File: config.mk
export PLATFORM = sky130hd
export DESIGN_NAME = perceptron_seq
export DESIGN_NICKNAME = d
export VERILOG_FILES = /design/src/rtl/perceptron_seq.sv
export SDC_FILE = /design/constraint.sdc
export NUM_CORES = 1
export LEC_CHECK = 0
export CAP_MARGIN = 15
export CORE_ASPECT_RATIO = 0.5
export CORE_MARGIN = 2
export CORE_UTILIZATION = 50
export CTS_BUF_LIST = sky130_fd_sc_hd__clkbuf_8
export DETAILED_ROUTE_END_ITERATION = 10
export PLACE_DENSITY = 0.81
export SKIP_CTS_REPAIR_TIMING = 1
export SLEW_MARGIN = 15
export SYNTH_ARGS = -nofsm -noshare
export SYNTH_HDL_FRONTEND = slang
export SYNTH_SLANG_ARGS = --single-unit
File: constraint.sdc
create_clock -name clk -period 4.3 [get_ports clk]
set_clock_uncertainty 0.05 [all_clocks]
set_input_delay 1.29 -clock clk [delete_from_list [all_inputs] [get_ports clk]]
set_output_delay 1.29 -clock clk [all_outputs]
set_load 0.03 [all_outputs]
File: src/rtl/perceptron_seq.sv
// Four-neuron binary perceptron sharing one 8-bit accumulator.
// Result is the AND of all activations; config writes land only in IDLE.
module perceptron_seq #(
  parameter logic [7:0] THRESHOLD = 8'd8
) (
  input  logic        clk,
  input  logic        rst_n,
  input  logic        cfg_we,
  input  logic [2:0]  cfg_addr,
  input  logic [7:0]  cfg_wdata,
  output logic        cfg_err,
  input  logic        in_valid,
  output logic        in_ready,
  input  logic [7:0]  in_data,
  output logic        out_valid,
  input  logic        out_ready,
  output logic        out_result,
  output logic [15:0] infer_count
);

  typedef enum logic [1:0] {
    IDLE,
    ACC,
    EVAL,
    DONE
  } state_t;

  state_t state_q, state_d;

  logic [3:0][7:0] w_q, w_d;
  logic [7:0]      bias_q, bias_d;
  logic [7:0]      sum_q, sum_d;
  logic [7:0]      data_q, data_d;
  logic [1:0]      n_q, n_d;
  logic [2:0]      i_q, i_d;
  logic            flag_q, flag_d;
  logic [15:0]     cnt_q, cnt_d;
  logic            err_q, err_d;

  logic [7:0] addend;
  logic [7:0] biased;
  logic       fire;
  logic       idle;
  logic       mapped;

  assign idle   = (state_q == IDLE);
  assign mapped = (cfg_addr <= 3'd4);
  assign addend = data_q[i_q] ? w_q[n_q] : 8'd0;
  assign biased = sum_q + bias_q;
  assign fire   = (biased >= THRESHOLD);

  always_ff @(posedge clk or negedge rst_n) begin
    if (!rst_n) begin
      state_q <= IDLE;
    end else begin
      state_q <= state_d;
    end
  end

  always_comb begin
    state_d = state_q;
    unique case (state_q)
      IDLE: if (in_valid) state_d = ACC;
      ACC:  if (i_q == 3'd7) state_d = EVAL;
      EVAL: state_d = (n_q == 2'd3) ? DONE : ACC;
      DONE: if (out_ready) state_d = IDLE;
      default: state_d = IDLE;
    endcase
  end

  always_comb begin
    in_ready    = idle;
    out_valid   = (state_q == DONE);
    out_result  = out_valid & flag_q;
    cfg_err     = err_q;
    infer_count = cnt_q;
  end

  always_comb begin
    w_d    = w_q;
    bias_d = bias_q;
    sum_d  = sum_q;
    data_d = data_q;
    n_d    = n_q;
    i_d    = i_q;
    flag_d = flag_q;
    cnt_d  = cnt_q;
    err_d  = cfg_we & mapped & ~idle;
    // A same-cycle write and accept both land; ACC reads the new value.
    if (idle && cfg_we) begin
      unique case (1'b1)
        cfg_addr[2]: if (cfg_addr[1:0] == 2'd0) bias_d = cfg_wdata;
        default:     w_d[cfg_addr[1:0]] = cfg_wdata;
      endcase
    end
    unique case (state_q)
      IDLE: begin
        if (in_valid) begin
          data_d = in_data;
          n_d    = 2'd0;
          i_d    = 3'd0;
          sum_d  = 8'd0;
          flag_d = 1'b1;
        end
      end
      ACC: begin
        sum_d = sum_q + addend;
        i_d   = i_q + 3'd1;
      end
      EVAL: begin
        flag_d = flag_q & fire;
        sum_d  = 8'd0;
        i_d    = 3'd0;
        n_d    = n_q + 2'd1;
      end
      DONE: begin
        if (out_ready) cnt_d = cnt_q + 16'd1;
      end
      default: ;
    endcase
  end

  always_ff @(posedge clk or negedge rst_n) begin
    if (!rst_n) begin
      w_q    <= '0;
      bias_q <= 8'd0;
      sum_q  <= 8'd0;
      data_q <= 8'd0;
      n_q    <= 2'd0;
      i_q    <= 3'd0;
      flag_q <= 1'b0;
      cnt_q  <= 16'd0;
      err_q  <= 1'b0;
    end else begin
      w_q    <= w_d;
      bias_q <= bias_d;
      sum_q  <= sum_d;
      data_q <= data_d;
      n_q    <= n_d;
      i_q    <= i_d;
      flag_q <= flag_d;
      cnt_q  <= cnt_d;
      err_q  <= err_d;
    end
  end

endmodule

Word-level counts from Yosys, hierarchy flattened
Cells that the tools add are included.
W data, S select, Z words.

word-level totals
  bits in registers = 81
  bits of input ports = 24
  output and inout bits = 20
  word-level logic and storage cells = 72

operators by class
  add/subtract/negate cells = 5
  order comparisons = 6
  equality and inequality tests = 8
  mux-type cells = 21
  bitwise logic cells = 6
  reduce and logical (&&, ||, !) cells = 13

operator list
  operator                 number
  $bwmux W32               1
  $mux W8                  4
  $pmux W8 S3              1
  $add A16 B1 Y16 const B  1
  $add A8 B8 Y8            2
  $bmux W8 S2              1
  $demux W8 S2             1
  $mux W2                  5
  $reduce_and A2 Y1        5
  $pmux W3 S3              1
  $ge A8 B4 Y1 const B     1
  $pmux W2 S4              1
  $eq A2 B2 Y1 const B     3
  $lt A2 B3 Y1 const B     2
  $reduce_and A3 Y1        2
  $and A1 B1 Y1            4
  $logic_not A2 Y1         2
  $lt A3 B4 Y1 const B     1
  $ne A2 B2 Y1 const B     2
  $pmux W2 S2              1
  $add A3 B1 Y3 const B    1
  $bmux W1 S3              1
  $eq A3 B3 Y1 const B     1
  $le A3 B3 Y1 const B     1
  other kinds (11)         14

Depth between registers and ports, before layout
  depth after elaboration = 5
  gate-level depth with buffers = 11
  gate-level depth less buffers = 11

Worst setup path before layout
OpenSTA, ideal clock, no wires.

  path type = flip-flop to flip-flop
  start point = register i_q[1]
  end point = register sum_q[6]
  setup time = 0.121 ns
  data arrival time = 2.858 ns
  required time = 4.129 ns
  slack = 1.271 ns
  cell stages (with the launch flop) = 12
  buffers on the path = 0
  period minus slack after synthesis = 3.029 ns
  path through = dfrtp_1 -> mux4_1 -> mux2i_4 -> and2b_2 -> ha_1 -> fa_1 -> a21o_1 -> a21oi_1 -> o21bai_1 -> a21oi_1 -> xnor2_1 -> a22o_1

between the ends
  word-level cells in the longest chain between the ends = 5

RTL lines
  what                           line  RTL
  from (decl)                    35    logic [2:0] i_q, i_d;
  from (signal assigned)         140   i_q <= i_d;
  $bmux W1 S3                    48    assign addend = data_q[i_q] ? w_q[n_q] : 8'd0;
  $mux W1 (not written as such)  48
  $mux W8                        48
  $add A8 B8 Y8                  107   sum_d = sum_q + addend;
  $pmux W8 S3                    96    unique case (state_q)
  to (signal assigned)           137   sum_q <= sum_d;
  to (decl)                      32    logic [7:0] sum_q, sum_d;

Every way passes these cells. The select of a mux whose other input is x is not followed.
A chain may end at the register's enable or synchronous reset.

Final worst setup path
Ends and elaborated chain as after synthesis.

==> results.txt <==
The class of the most critical hold timing path is register to register. The number of antenna violations at the first check in global routing is 0. The combinational share of power is 0.346.

The adder and majority gate portion of the synthesized area is 0.0649. Once detail routing completed, the nets flagged for antenna violations numbered 0. The count of buffers added on input and output ports is 43. The portion of synthesized area spent on multiplexers is 0.206. The arrival time of the worst setup path came out at 3.50 ns.

In this run the cell area measured after placement is about 0.0046 mm². The TritonCTS sink count is between 80 and 90. The floorplan has 23 rows. The net count of the finished layout is around 400. The cell area after synthesis is just over 0.004 mm². In the layout the commonest cells are sky130_fd_sc_hd__dfrtp_1, sky130_fd_sc_hd__mux2_2, sky130_fd_sc_hd__clkdlybuf4s50_1. After detailed routing, the number of vias per cell comes to 5.43. STA classifies the critical path startpoint as a register. The critical path is of the register to register type. Clock-pin slew was measured on the worst setup and hold paths at approximately 0.08 ns.

The total power divided by cell area came out at just over 500 mW/mm². Across every metal layer, demand over resource in global routing totals 0.193. The max-cap check violation count came out at 0.

The fill cell instance count of the final layout came out at 615. The remaining design rule violation count is 0. The total grt overflow is 0. The repair_antennas step left the layout with diodes totalling 0.

The number of enable flip-flop cells after synthesis came out at 0. After synthesis, the largest family of logic cells by area is multiplexers. The most common flop cell mapped by yosys is sky130_fd_sc_hd__dfrtp_1. The maximum number of pins on one net before global-route repair is 82. The power dissipated by switching net loads is roughly 810 µW. The iteration-0 DRC count of the detailed router is 206. The yosys synthesis warning count is 0.

The sequential share of power came out at 0.441. The worst setup path is captured at a register. The area fraction in compound gates after synthesis is 0.0777. Summed over all failing endpoints, the final setup total negative slack is 0 ns. The worst endpoint required time came out at roughly 4.5 ns. Once layout is done, the placed cells without fillers occupy slightly below 0.005 mm².

The net count of the mapped netlist is ~350. The transition time of the tightest slew-check pin came out at ~1 ns. The synthesized-area fraction occupied by and/or/nand/nor cells came out at 0.0817.

The top-level port count is 44. The routability-driven placement congestion ratio is between 0.8 and 0.9. The wire length of the first global-routing pass is 13100 µm. The number of max-slew violations in the final report came out at 0. From bottom edge to top edge, the die measures 67.9 µm. Relative to the synthesized area, the layout overhead comes to 17.8%. Dividing the synthesized area by the synthesized cell count gives 13.2 µm². The switching share of power is 0.326.

The worst slack at placement came out at a little under 1 ns. The clock latency on the worst-skew pair is 0.35 ns. The worst max-slew margin expressed relative to the limit is 0.332. The number of H-tree levels came out at 3. The detailed-router iteration count before antenna repair is 4. The starting utilization of the core area is 0.513. The number of setup violations in the final report is 0.

The number of clock buffers inserted by TritonCTS is 9. The number of buffers on the longest clock path is 2. The final critical-path required period is about 3.3 ns.

The die is 132 µm wide. The upper clock frequency limit is slightly above 300 MHz. The worst IR drop on VDD is between 150 and 200 µV. The run finished with clean final reports.

Synthesis produced a netlist whose cell count is 310. Once routing completed, OpenROAD measured the worst setup slack at ~1.0 ns. The number of register bits inferred by synthesis is 81. The die covers 0.00896 mm². Of all flip-flops after synthesis, the portion carrying an async set or reset was 1.00. In this run the clock root is driven by a sky130_fd_sc_hd__clkbuf_8.

Of the synthesized area, sequential elements account for 0.496. The total internal power is approximately 1700 µW. Summed over all cells, the static leakage comes to between 0.002 and 0.0025 µW. TritonCTS built the clock tree. The final hold violation count is 0.

The number of distinct library cells after synthesis came out at between 40 and 50. The maximum fanout count along the critical path is 8. Leaving out fill and tap cells, the most frequent cell in the layout is sky130_fd_sc_hd__dfrtp_1.

The proportion of power drawn by the clock network came out at 0.213. In the finished design, the share of the clock period the worst path needs comes to 0.769. The detailed placement HPWL is about 5700 µm. The via count of the routed design is ~2600. The routed wire length per instance came out at 16.6 µm. The fraction of final layout cells with drive strength greater than 1 is 0.253. Setup repair after global routing left no endpoint under its margin.

The number of global-route vias before repair is 2605. The core footprint is between 0.007 and 0.008 mm². The xor/xnor cell area share of the yosys netlist is 0.0514. The post-detailed-routing wire length is a little under 8000 µm.
## worst paths after layout
path / depth (start not counted) / start / end / slack (ns)
worst max-delay path: 11 / i_q[1]$_DFFE_PN0P_ / sum_q[6]$_DFFE_PN0P_ / 1.0
worst min-delay path: 1 / infer_count[15]$_DFFE_PN0P_ / infer_count[15]$_DFFE_PN0P_ / 0.44
worst max register to register: 11 / i_q[1]$_DFFE_PN0P_ / sum_q[6]$_DFFE_PN0P_ / 1.0
worst min register to register: 1 / infer_count[15]$_DFFE_PN0P_ / infer_count[15]$_DFFE_PN0P_ / 0.44
max in group asynchronous: 1 / rst_n / infer_count[15]$_DFFE_PN0P_ / 2.51
min in group asynchronous: 1 / rst_n / data_q[3]$_DFFE_PN0P_ / 1.05
## worst max-delay path, cell delays in order, from the launching register on
cell	delay [ns]
sky130_fd_sc_hd__dfrtp_1	0.42
sky130_fd_sc_hd__mux4_1	0.62
sky130_fd_sc_hd__mux2i_4	0.25
sky130_fd_sc_hd__and2b_2	0.25
sky130_fd_sc_hd__ha_1	0.22
sky130_fd_sc_hd__fa_1	0.41
sky130_fd_sc_hd__a21o_1	0.17
sky130_fd_sc_hd__a21oi_1	0.24
sky130_fd_sc_hd__o21bai_1	0.12
sky130_fd_sc_hd__a21oi_1	0.18
sky130_fd_sc_hd__xnor2_1	0.08
sky130_fd_sc_hd__a22o_1	0.19
## layout make-up
cell class	count	area, µm²	area share
Clock inverter	4	26.3	0.00546
Clock buffer	12	165	0.0343
Sequential cell	81	2030	0.421
Tap cell	112	140	0.0291
Timing Repair Buffer	45	443	0.0920
Inverter	11	41.3	0.00858
Multi-Input combinational cell	211	1970	0.409
## cell usage after synthesis, types with 7 or more instances
library cell,number,share of area
sky130_fd_sc_hd__dfrtp_1,81,0.50
sky130_fd_sc_hd__mux2_2,51,0.14
sky130_fd_sc_hd__ha_1,18,0.055
sky130_fd_sc_hd__nand2_1,18,0.017
sky130_fd_sc_hd__xnor2_1,16,0.034
sky130_fd_sc_hd__inv_1,11,0.010
sky130_fd_sc_hd__nor2_1,9,0.0083
sky130_fd_sc_hd__o21ai_0,9,0.011
sky130_fd_sc_hd__a21oi_1,8,0.0098
sky130_fd_sc_hd__a22o_1,8,0.017
sky130_fd_sc_hd__xor2_1,8,0.017
sky130_fd_sc_hd__and2b_2,7,0.015
sky130_fd_sc_hd__mux4_2,7,0.039
## sequential cells by signal, summed over array words and instances (netlist names)
name,flops
data_q,8
sum_q,8
flag_q,1
i_q,3
w_q,32
bias_q,8
infer_count,16
cfg_err,1
n_q,2
state_q,2
## cell families after synthesis
kind of cell / after synthesis
flip-flops: 81
multiplexers: 63
AND/OR/NAND/NOR: 58
AO/OA/AOI/OAI: 46
XOR/XNOR: 24
adder cells (fa/ha/maj): 20
buffers and inverters: 18
## routing by layer
layer  global-route usage  part of all wire  routed length (µm)
met4               0.0666             0.013                  99
met3               0.0570             0.044                 344
met5                    0                 0                   0
met2                0.307              0.46                3650
met1                0.257              0.48                3810
## stage by stage
| step | hold WS, ns | total power (µW) | cells | util |
|---|---|---|---|---|
| 3_5_place_dp | 0.421 | 1970 | 460 | 0.580 |
| 2_1_floorplan | 0.413 | 1730 | 310 | - |
| 4_1_cts | 0.441 | 2500 | 476 | 0.604 |
| 3_3_place_gp | 0.421 | 1910 | 460 | 0.580 |
| 5_1_grt | 0.465 | 2640 | 476 | 0.604 |
| 6_report | 0.441 | 2480 | 476 | 0.604 |
## power groups by stage
stage / clock, µW / combinational (µW) / sequential, µW
2_1_floorplan: 0 / 653 / 1080
3_3_place_gp: 0 / 820 / 1090
3_5_place_dp: 0 / 863 / 1110
4_1_cts: 542 / 867 / 1090
5_1_grt: 578 / 941 / 1120
6_report: 529 / 858 / 1090
Note: power is estimated with default switching activity, not from simulation.
